File: src/rtl/mem_arbiter.sv
// mem_arbiter: shares the ram_dp data port between the CPU load/store path
// (single-beat accesses) and a host loader/DMA port (locked bursts with
// address auto-increment).
// Optional feature macro: MEM_ARB_STARVE_EN. When it is defined, a wait
// counter lets a starved host win one IDLE arbitration over the CPU.
//
// Handshake: a *_req input is the requester's valid and the matching *_gnt
// output is ready. A beat transfers in any cycle where gnt is 1. The first
// host beat also needs host_req=1. Later beats of a burst are granted
// unconditionally and host_req is not looked at. host_wdata is consumed on
// each granted host beat.
module mem_arbiter #(
    parameter int XLEN      = 32,
    parameter int AW        = 31,
    parameter int BURST_MAX = 16,
    parameter int MAX_WAIT  = 8,
    parameter int LW        = $clog2(BURST_MAX) + 1
) (
    input  logic            i_clock,
    input  logic            i_reset,
    input  logic            i_cpu_req,
    input  logic            i_cpu_we,
    input  logic [AW-1:0]   i_cpu_addr,
    input  logic [XLEN-1:0] i_cpu_wdata,
    output logic            o_cpu_gnt,
    output logic            o_cpu_rvalid,
    input  logic            i_host_req,
    input  logic            i_host_we,
    input  logic [AW-1:0]   i_host_addr,
    input  logic [LW-1:0]   i_host_len,
    input  logic [XLEN-1:0] i_host_wdata,
    output logic            o_host_gnt,
    output logic            o_host_rvalid,
    output logic            o_host_done,
    output logic [XLEN-1:0] o_rdata,
    output logic            o_ram_we,
    output logic [AW-1:0]   o_ram_addr,
    output logic [XLEN-1:0] o_ram_wdata,
    input  logic [XLEN-1:0] i_ram_rdata,
    output logic            o_dbg_state
);

    typedef enum logic {IDLE = 1'b0, HOST_BURST = 1'b1} state_t;

    // One beat moves one RAM word, which is XLEN/16 halfwords.
    localparam logic [AW-1:0] STEP = AW'(XLEN / 16);

    state_t          r_state;
    logic [LW-1:0]   r_cnt;      // beats still to go, including the current one
    logic [AW-1:0]   r_addr;     // address of the next burst beat
    logic            r_we;       // direction of the burst in progress
    logic            r_cpu_rvalid;
    logic            r_host_rvalid;

    logic [LW-1:0]   w_len;
    logic            w_idle;
    logic            w_starve;
    logic            w_host_start;
    logic            w_cpu_gnt;
    logic            w_host_gnt;
    logic [AW-1:0]   w_beat_addr;
    logic            w_beat_we;
    logic            w_last;

    // Clamp the requested burst length: 0 means one beat, and the length never exceeds BURST_MAX.
    always_comb begin
        if (i_host_len == '0)
            w_len = LW'(1);
        else if (i_host_len > LW'(BURST_MAX))
            w_len = LW'(BURST_MAX);
        else
            w_len = i_host_len;
    end

`ifdef MEM_ARB_STARVE_EN
    localparam int WW = $clog2(MAX_WAIT + 1);
    logic [WW-1:0] r_wait;

    assign w_starve = (r_wait >= WW'(MAX_WAIT));

    // Count cycles where the host waits ungranted; saturate at MAX_WAIT.
    always_ff @(posedge i_clock or posedge i_reset) begin
        if (i_reset)
            r_wait <= '0;
        else if (w_host_gnt)
            r_wait <= '0;
        else if (i_host_req && (r_wait < WW'(MAX_WAIT)))
            r_wait <= r_wait + WW'(1);
    end
`else
    // Strict CPU priority: the guard can never fire.
    assign w_starve = (MAX_WAIT < 0);
`endif

    assign w_idle       = (r_state == IDLE);
    assign w_host_start = w_idle & i_host_req & (~i_cpu_req | w_starve);
    assign w_cpu_gnt    = w_idle & i_cpu_req & ~w_host_start;
    assign w_host_gnt   = w_host_start | ~w_idle;
    assign w_beat_addr  = w_idle ? i_host_addr : r_addr;
    assign w_beat_we    = w_idle ? i_host_we : r_we;
    assign w_last       = w_idle ? (w_len == LW'(1)) : (r_cnt == LW'(1));

    // Grants and the RAM request are combinational. They are forced to 0 while reset is held.
    always_comb begin
        o_cpu_gnt   = ~i_reset & w_cpu_gnt;
        o_host_gnt  = ~i_reset & w_host_gnt;
        o_host_done = ~i_reset & w_host_gnt & w_last;
        o_ram_we    = ~i_reset & ((w_cpu_gnt & i_cpu_we) | (w_host_gnt & w_beat_we));
        o_ram_addr  = '0;
        o_ram_wdata = '0;
        if (!i_reset) begin
            o_ram_addr  = w_host_gnt ? w_beat_addr : i_cpu_addr;
            o_ram_wdata = w_host_gnt ? i_host_wdata : i_cpu_wdata;
        end
    end

    assign o_cpu_rvalid  = r_cpu_rvalid;
    assign o_host_rvalid = r_host_rvalid;
    assign o_rdata       = (r_cpu_rvalid | r_host_rvalid) ? i_ram_rdata : '0;
    assign o_dbg_state   = r_state;

    // Arbitration FSM: burst bookkeeping plus the read-valid pipeline stage.
    always_ff @(posedge i_clock or posedge i_reset) begin
        if (i_reset) begin
            r_state       <= IDLE;
            r_cnt         <= '0;
            r_addr        <= '0;
            r_we          <= 1'b0;
            r_cpu_rvalid  <= 1'b0;
            r_host_rvalid <= 1'b0;
        end else begin
            r_cpu_rvalid  <= w_cpu_gnt & ~i_cpu_we;
            r_host_rvalid <= w_host_gnt & ~w_beat_we;
            if (w_host_gnt)
                r_addr <= w_beat_addr + STEP;
            case (r_state)
                IDLE: begin
                    if (w_host_start) begin
                        r_we  <= i_host_we;
                        r_cnt <= w_len - LW'(1);
                        if (w_len > LW'(1))
                            r_state <= HOST_BURST;
                    end
                end
                HOST_BURST: begin
                    r_cnt <= r_cnt - LW'(1);
                    if (r_cnt == LW'(1))
                        r_state <= IDLE;
                end
                default: r_state <= IDLE;
            endcase
        end
    end

endmodule
File: config.mk
export PLATFORM = sky130hd
export DESIGN_NAME = mem_arbiter
export DESIGN_NICKNAME = d
export VERILOG_FILES = /design/src/rtl/mem_arbiter.sv
export SDC_FILE = /design/constraint.sdc
export NUM_CORES = 1
export LEC_CHECK = 0
export BUFFER_PORTS_ARGS = -buffer_cell sky130_fd_sc_hd__buf_2
export CAP_MARGIN = 20
export CORE_MARGIN = 4
export CORE_UTILIZATION = 45
export CTS_CLUSTER_DIAMETER = 80
export DETAILED_ROUTE_END_ITERATION = 12
export PLACE_DENSITY = 0.82
export SLEW_MARGIN = 5
export SYNTH_ARGS = -nofsm -noshare
export SYNTH_HDL_FRONTEND = slang
export SYNTH_SLANG_ARGS = --single-unit
export TNS_END_PERCENT = 1
File: constraint.sdc
create_clock -name i_clock -period 4.55 [get_ports i_clock]
set_input_delay 0.455 -clock i_clock [delete_from_list [all_inputs] [get_ports i_clock]]
set_output_delay 0.455 -clock i_clock [all_outputs]
set_load 0.005 [all_outputs]
-- Word-level counts from Yosys, hierarchy flattened
Cells that the tools add are included.
- add/sub/neg operators: 3
- $lt $le $gt $ge: 2
- eq/ne operators: 3
- muxes and demuxes: 16
- bitwise operators: 21
- reductions and logical operators: 2
- operator list (cell ; number):
    $mux W32 ; 3
    $mux W31 ; 3
    $add A31 B2 Y31 const B ; 1
    $mux W5 ; 3
    $and A1 B1 Y1 ; 12
    $eq A5 B1 Y1 const B ; 2
    $pmux W5 S2 ; 1
    $sub A5 B1 Y5 const B ; 2
    $not A1 Y1 ; 6
    $gt A5 B1 Y1 const B ; 1
    $gt A5 B5 Y1 const B ; 1
    $logic_not A5 Y1 ; 1
    $mux W1 ; 5
    $or A1 B1 Y1 ; 3
    $ne A2 B1 Y1 const B ; 1
    $pmux W1 S2 ; 1
    $reduce_and A2 Y1 ; 1
- register bits after elaboration: 40
- input bits: 169
- output and inout port bits: 102
- word-level logic and storage cells: 53

-- Longest topological paths before layout
- depth after elaboration: 8
- gate-level depth with buffers: 14
- gate-level depth less buffers: 8

-- Worst setup path before layout
No wires, ideal clock.
- kind: register to register
- from: register r_state, in the netlist o_dbg_state
- to: register r_addr[23]
- setup time: 124 ps
- data arrival time: 3122 ps
- data required time: 4426 ps
- setup slack: 1304 ps
- stages on the path, launching flop included: 15
- path buffers: 7
- clock period less this slack: 3246 ps
- cells stage by stage: dfrtp_1 > buf_6 > buf_6 > buf_4 > buf_2 > buf_2 > clkbuf_1 > mux2_2 > ha_1 > o21ai_1 > nand4b_1 > buf_2 > nand4b_1 > xnor2_1 > a211o_1
- word-level cells in the longest chain between the ends: 4
- elaborated cells between the ends (all ways): 6
- those cells by class: add/sub: 1; mux: 1; bitwise: 4
- ends and longest elaborated chain (what ; line ; source):
    start, declared ; 48 ; state_t r_state;
    start signal, assigned ; 125 ; r_state <= IDLE;
    start signal, assigned ; 142 ; r_state <= HOST_BURST;
    start signal, assigned ; 148 ; r_state <= IDLE;
    parallel branches: the longest is 4 deep, another holds $add A31 B2 Y31 ; n/a ;
    end signal, assigned ; 135 ; r_addr <= w_beat_addr + STEP;
    end, declared ; 50 ; logic [AW-1:0] r_addr;
Parallel ways; which one is timed is not known.
A chain may end at the register's enable or synchronous reset.

-- Final worst setup path
- from: register r_state, in the netlist o_dbg_state
- to: register r_addr[25]
Same word-level chain as after synthesis.

==> run metrics <==
hpwl dp ~13000 microns; # fillers a little over 900; largest net degree at the start of global routing 79; Worst Path Arrival between 3 and 4 ns; Initial Util between 40% and 50%; fmax 299 MHz; Simple-Gate Fraction of Synth Area 37.3%; Layout Cells excl Fill ~1000; Distinct cells, synth 63; status finished, final reports clean; routability cong. approximately 0.91; max_cap viols 0; first-pass GRT wire length 25600 microns; final worst path period share between 70% and 80%; WP buf/inv 0; antenna viol nets, final 0; die area 0.0117 sq mm; compound-gate portion of the synthesized area 23.7%; Switching Fraction about 48%; TritonCTS buffer count 5; htree depth 2; Adder-Cell Fraction of Synth Area 1.39%; clk slew on worst S/H paths 0.09 ns; Setup Viol. Count Final 0; Top delay family on crit path simple AND/OR/NAND/NOR gates; PostCTS Resize Cnt 0; clk_skew approximately 0.012 ns; mux share of post-synthesis cell area between 5 and 6%; mapped cell area approximately 0.0045 sq mm; Post-CTS Setup Repair Bufs 0; synth top area cells dfrtp_1, nand2_1, a21oi_1; slowest cell on the critical path dfrtp_4; initial antenna violation count 0; Critical Path RT around 4.8 ns; Int Pwr roughly 1.4 mW; Die Wd 108 microns; Post-Syn Instances around 670; largest family of logic cells by synthesized area simple AND/OR/NAND/NOR gates; post-DR wirelength/cell roughly 16 microns; Synth Area in XOR/XNOR under 10%; peak supply drop around 300 uV; hold_ws 0.323 ns; Ant. Diodes 0; Slew @ Worst Pin 0.804 ns; TritonCTS clock tree done; Seq pwr share roughly 29%; via count approximately 5800; Final Hold Fails 0; CP max stage delay around 0.94 ns; Hold Crit Class in2reg; Max-slew headroom 46.3%; Worst-Skew Late Latency between 0.3 and 0.4 ns; Synth top area share between 20 and 25%; EDFF count, synth 0; share of total power in combinational logic approximately three fifths; Synth Area per Inst roughly 6.7 sq um; I/O Buffers 270; io pins 271; P_sw about 1.3 mW; ys async rst share between 90% and 100%; Final WS setup about 1.2 ns; number of synthesized register bits 40; syn_nets around 850; sequential share of the synthesized area 22.2%; GRT Residual Overflow 0; number of global-route vias before repair 5076; CP endpoint kind flip-flop; Top FF cell, synth dfrtp_1; max-slew violations 0; CORE AREA approximately 0.01 sq mm; minimum clock period 3.34 ns; leakage power total 3.14 nW; vias per cell 5.54; layout cell share with drive strength beyond 1 roughly a third; CTS Buffer Depth 2; crit-path max FO 78; Pwr Density 444 mW/mm^2; Startpoint Class flip-flop; Die Y-Extent between 100 and 150 microns; Layout area overhead 34.0%; setup TNS 0 ns; Clk pwr share 11.4%; hold_buf cts 0; CTS sink count 40; drt drc 0; placed cells a little over 1000; row count 36; yosys warns 0; Post-layout nets ~1100; DR iter-0 viols ~710; TritonRoute pass-1 iters 5; cell breakdown of the critical path mux2_2 -> ha_1 -> o21ai_1 -> nand4b_1 -> nor3_1 -> xor2_1 -> a211o_1; clock root cell clkbuf_8; total track usage 26.8%; CP Class reg2reg; RSZ-0062 raised after global routing false; Routed Wire Length ~17000 microns; cell taking the most area after synthesis dfrtp_1; dpl ws about 1.3 ns
## final cells by class
cell class | count | area (sq um) | area share [%]
Inverter | 9 | 33.8 | 0.559
Clock inverter | 2 | 35.0 | 0.579
Multi-Input combinational cell | 573 | 3290 | 54.3
Clock buffer | 6 | 72.6 | 1.20
Timing Repair Buffer | 282 | 1450 | 24.0
Tap cell | 133 | 166 | 2.75
Sequential cell | 40 | 1000 | 16.6
## power groups by stage
stage | Sequential (mW) | Clock, mW | Combinational [mW]
6_report | 0.774 | 0.306 | 1.61
5_1_grt | 0.801 | 0.317 | 1.80
4_1_cts | 0.764 | 0.299 | 1.60
3_5_place_dp | 0.769 | 0 | 1.59
3_3_place_gp | 0.764 | 0 | 1.56
2_1_floorplan | 0.646 | 0 | 1.14
## routing by layer
metal / vias to the layer above / share of wire, % / global-route usage, %
met1: 2673 / 42 / 36.9
li1: 2815 / - / -
met2: 281 / 47 / 44.2
met4: 0 / 1.9 / 6.58
met5: - / 0 / 0
met3: 25 / 9.1 / 4.06
## worst paths after layout
kind	start	slack, ns	to	cells after the start
worst max-delay path	o_dbg_state	1.21	r_addr[25]	7
worst min-delay path	i_cpu_we	0.32	o_cpu_rvalid	2
worst max register to register	o_dbg_state	1.21	r_addr[25]	7
worst min register to register	r_we	0.48	o_host_rvalid	1
max in group asynchronous	i_reset	3.35	o_dbg_state	4
min in group asynchronous	i_reset	0.41	r_addr[3]	3
## Yosys cell counts, types with 10 or more instances
| library cell | count |
|---|---|
| a21oi_1 | 82 |
| and3_1 | 16 |
| clkbuf_1 | 33 |
| dfrtp_1 | 40 |
| mux2i_1 | 18 |
| nand2_1 | 162 |
| nand2b_1 | 10 |
| nand3_1 | 23 |
| nor2_1 | 57 |
| nor2b_1 | 35 |
| nor3_1 | 13 |
| o21ai_0 | 30 |
| xnor2_1 | 13 |
| xor2_1 | 10 |
## logic make-up after synthesis
logic type | count (synthesis)
AO/OA/AOI/OAI | 173
XOR/XNOR | 23
adder cells (fa/ha/maj) | 5
buffers and inverters | 58
flip-flops | 40
multiplexers | 24
AND/OR/NAND/NOR | 348
## cells in the final DEF, fill, tap and decap left out, types with 13 or more instances in the layout
cell type | netlist | final
a21oi_1 | 82 | 82
nor2_1 | 57 | 55
nor2b_1 | 35 | 34
nor3_1 | 13 | 13
dfrtp_1 | 40 | 39
nand3_1 | 23 | 23
buf_2 | 6 | 270
o21ai_0 | 30 | 30
nand2_1 | 162 | 161
xnor2_1 | 13 | 13
mux2i_1 | 18 | 18
and3_1 | 16 | 16
## worst register-to-register path, stage by stage (launching register included)
cell and delay [ns]:
dfrtp_4 0.94, mux2_2 0.32, ha_1 0.21, o21ai_1 0.21, nand4b_1 0.61, nor3_1 0.51
xor2_1 0.12, a211o_1 0.31
## per-stage QoR
step	power (mW)	utilization, %	area [sq um]
floorplan	1.79	-	4510
global placement	2.33	60.6	5920
detailed placement	2.35	60.6	5920
CTS	2.66	61.7	6030
global route	2.91	61.9	6050
finish	2.69	61.9	6050
## registers in the layout, summed over array words and instances, names as in the netlist
signal	count
o_cpu_rvalid	1
o_dbg_state	1
o_host_rvalid	1
r_addr	31
r_cnt	5
r_we	1
(Power assumes the default switching activity.)
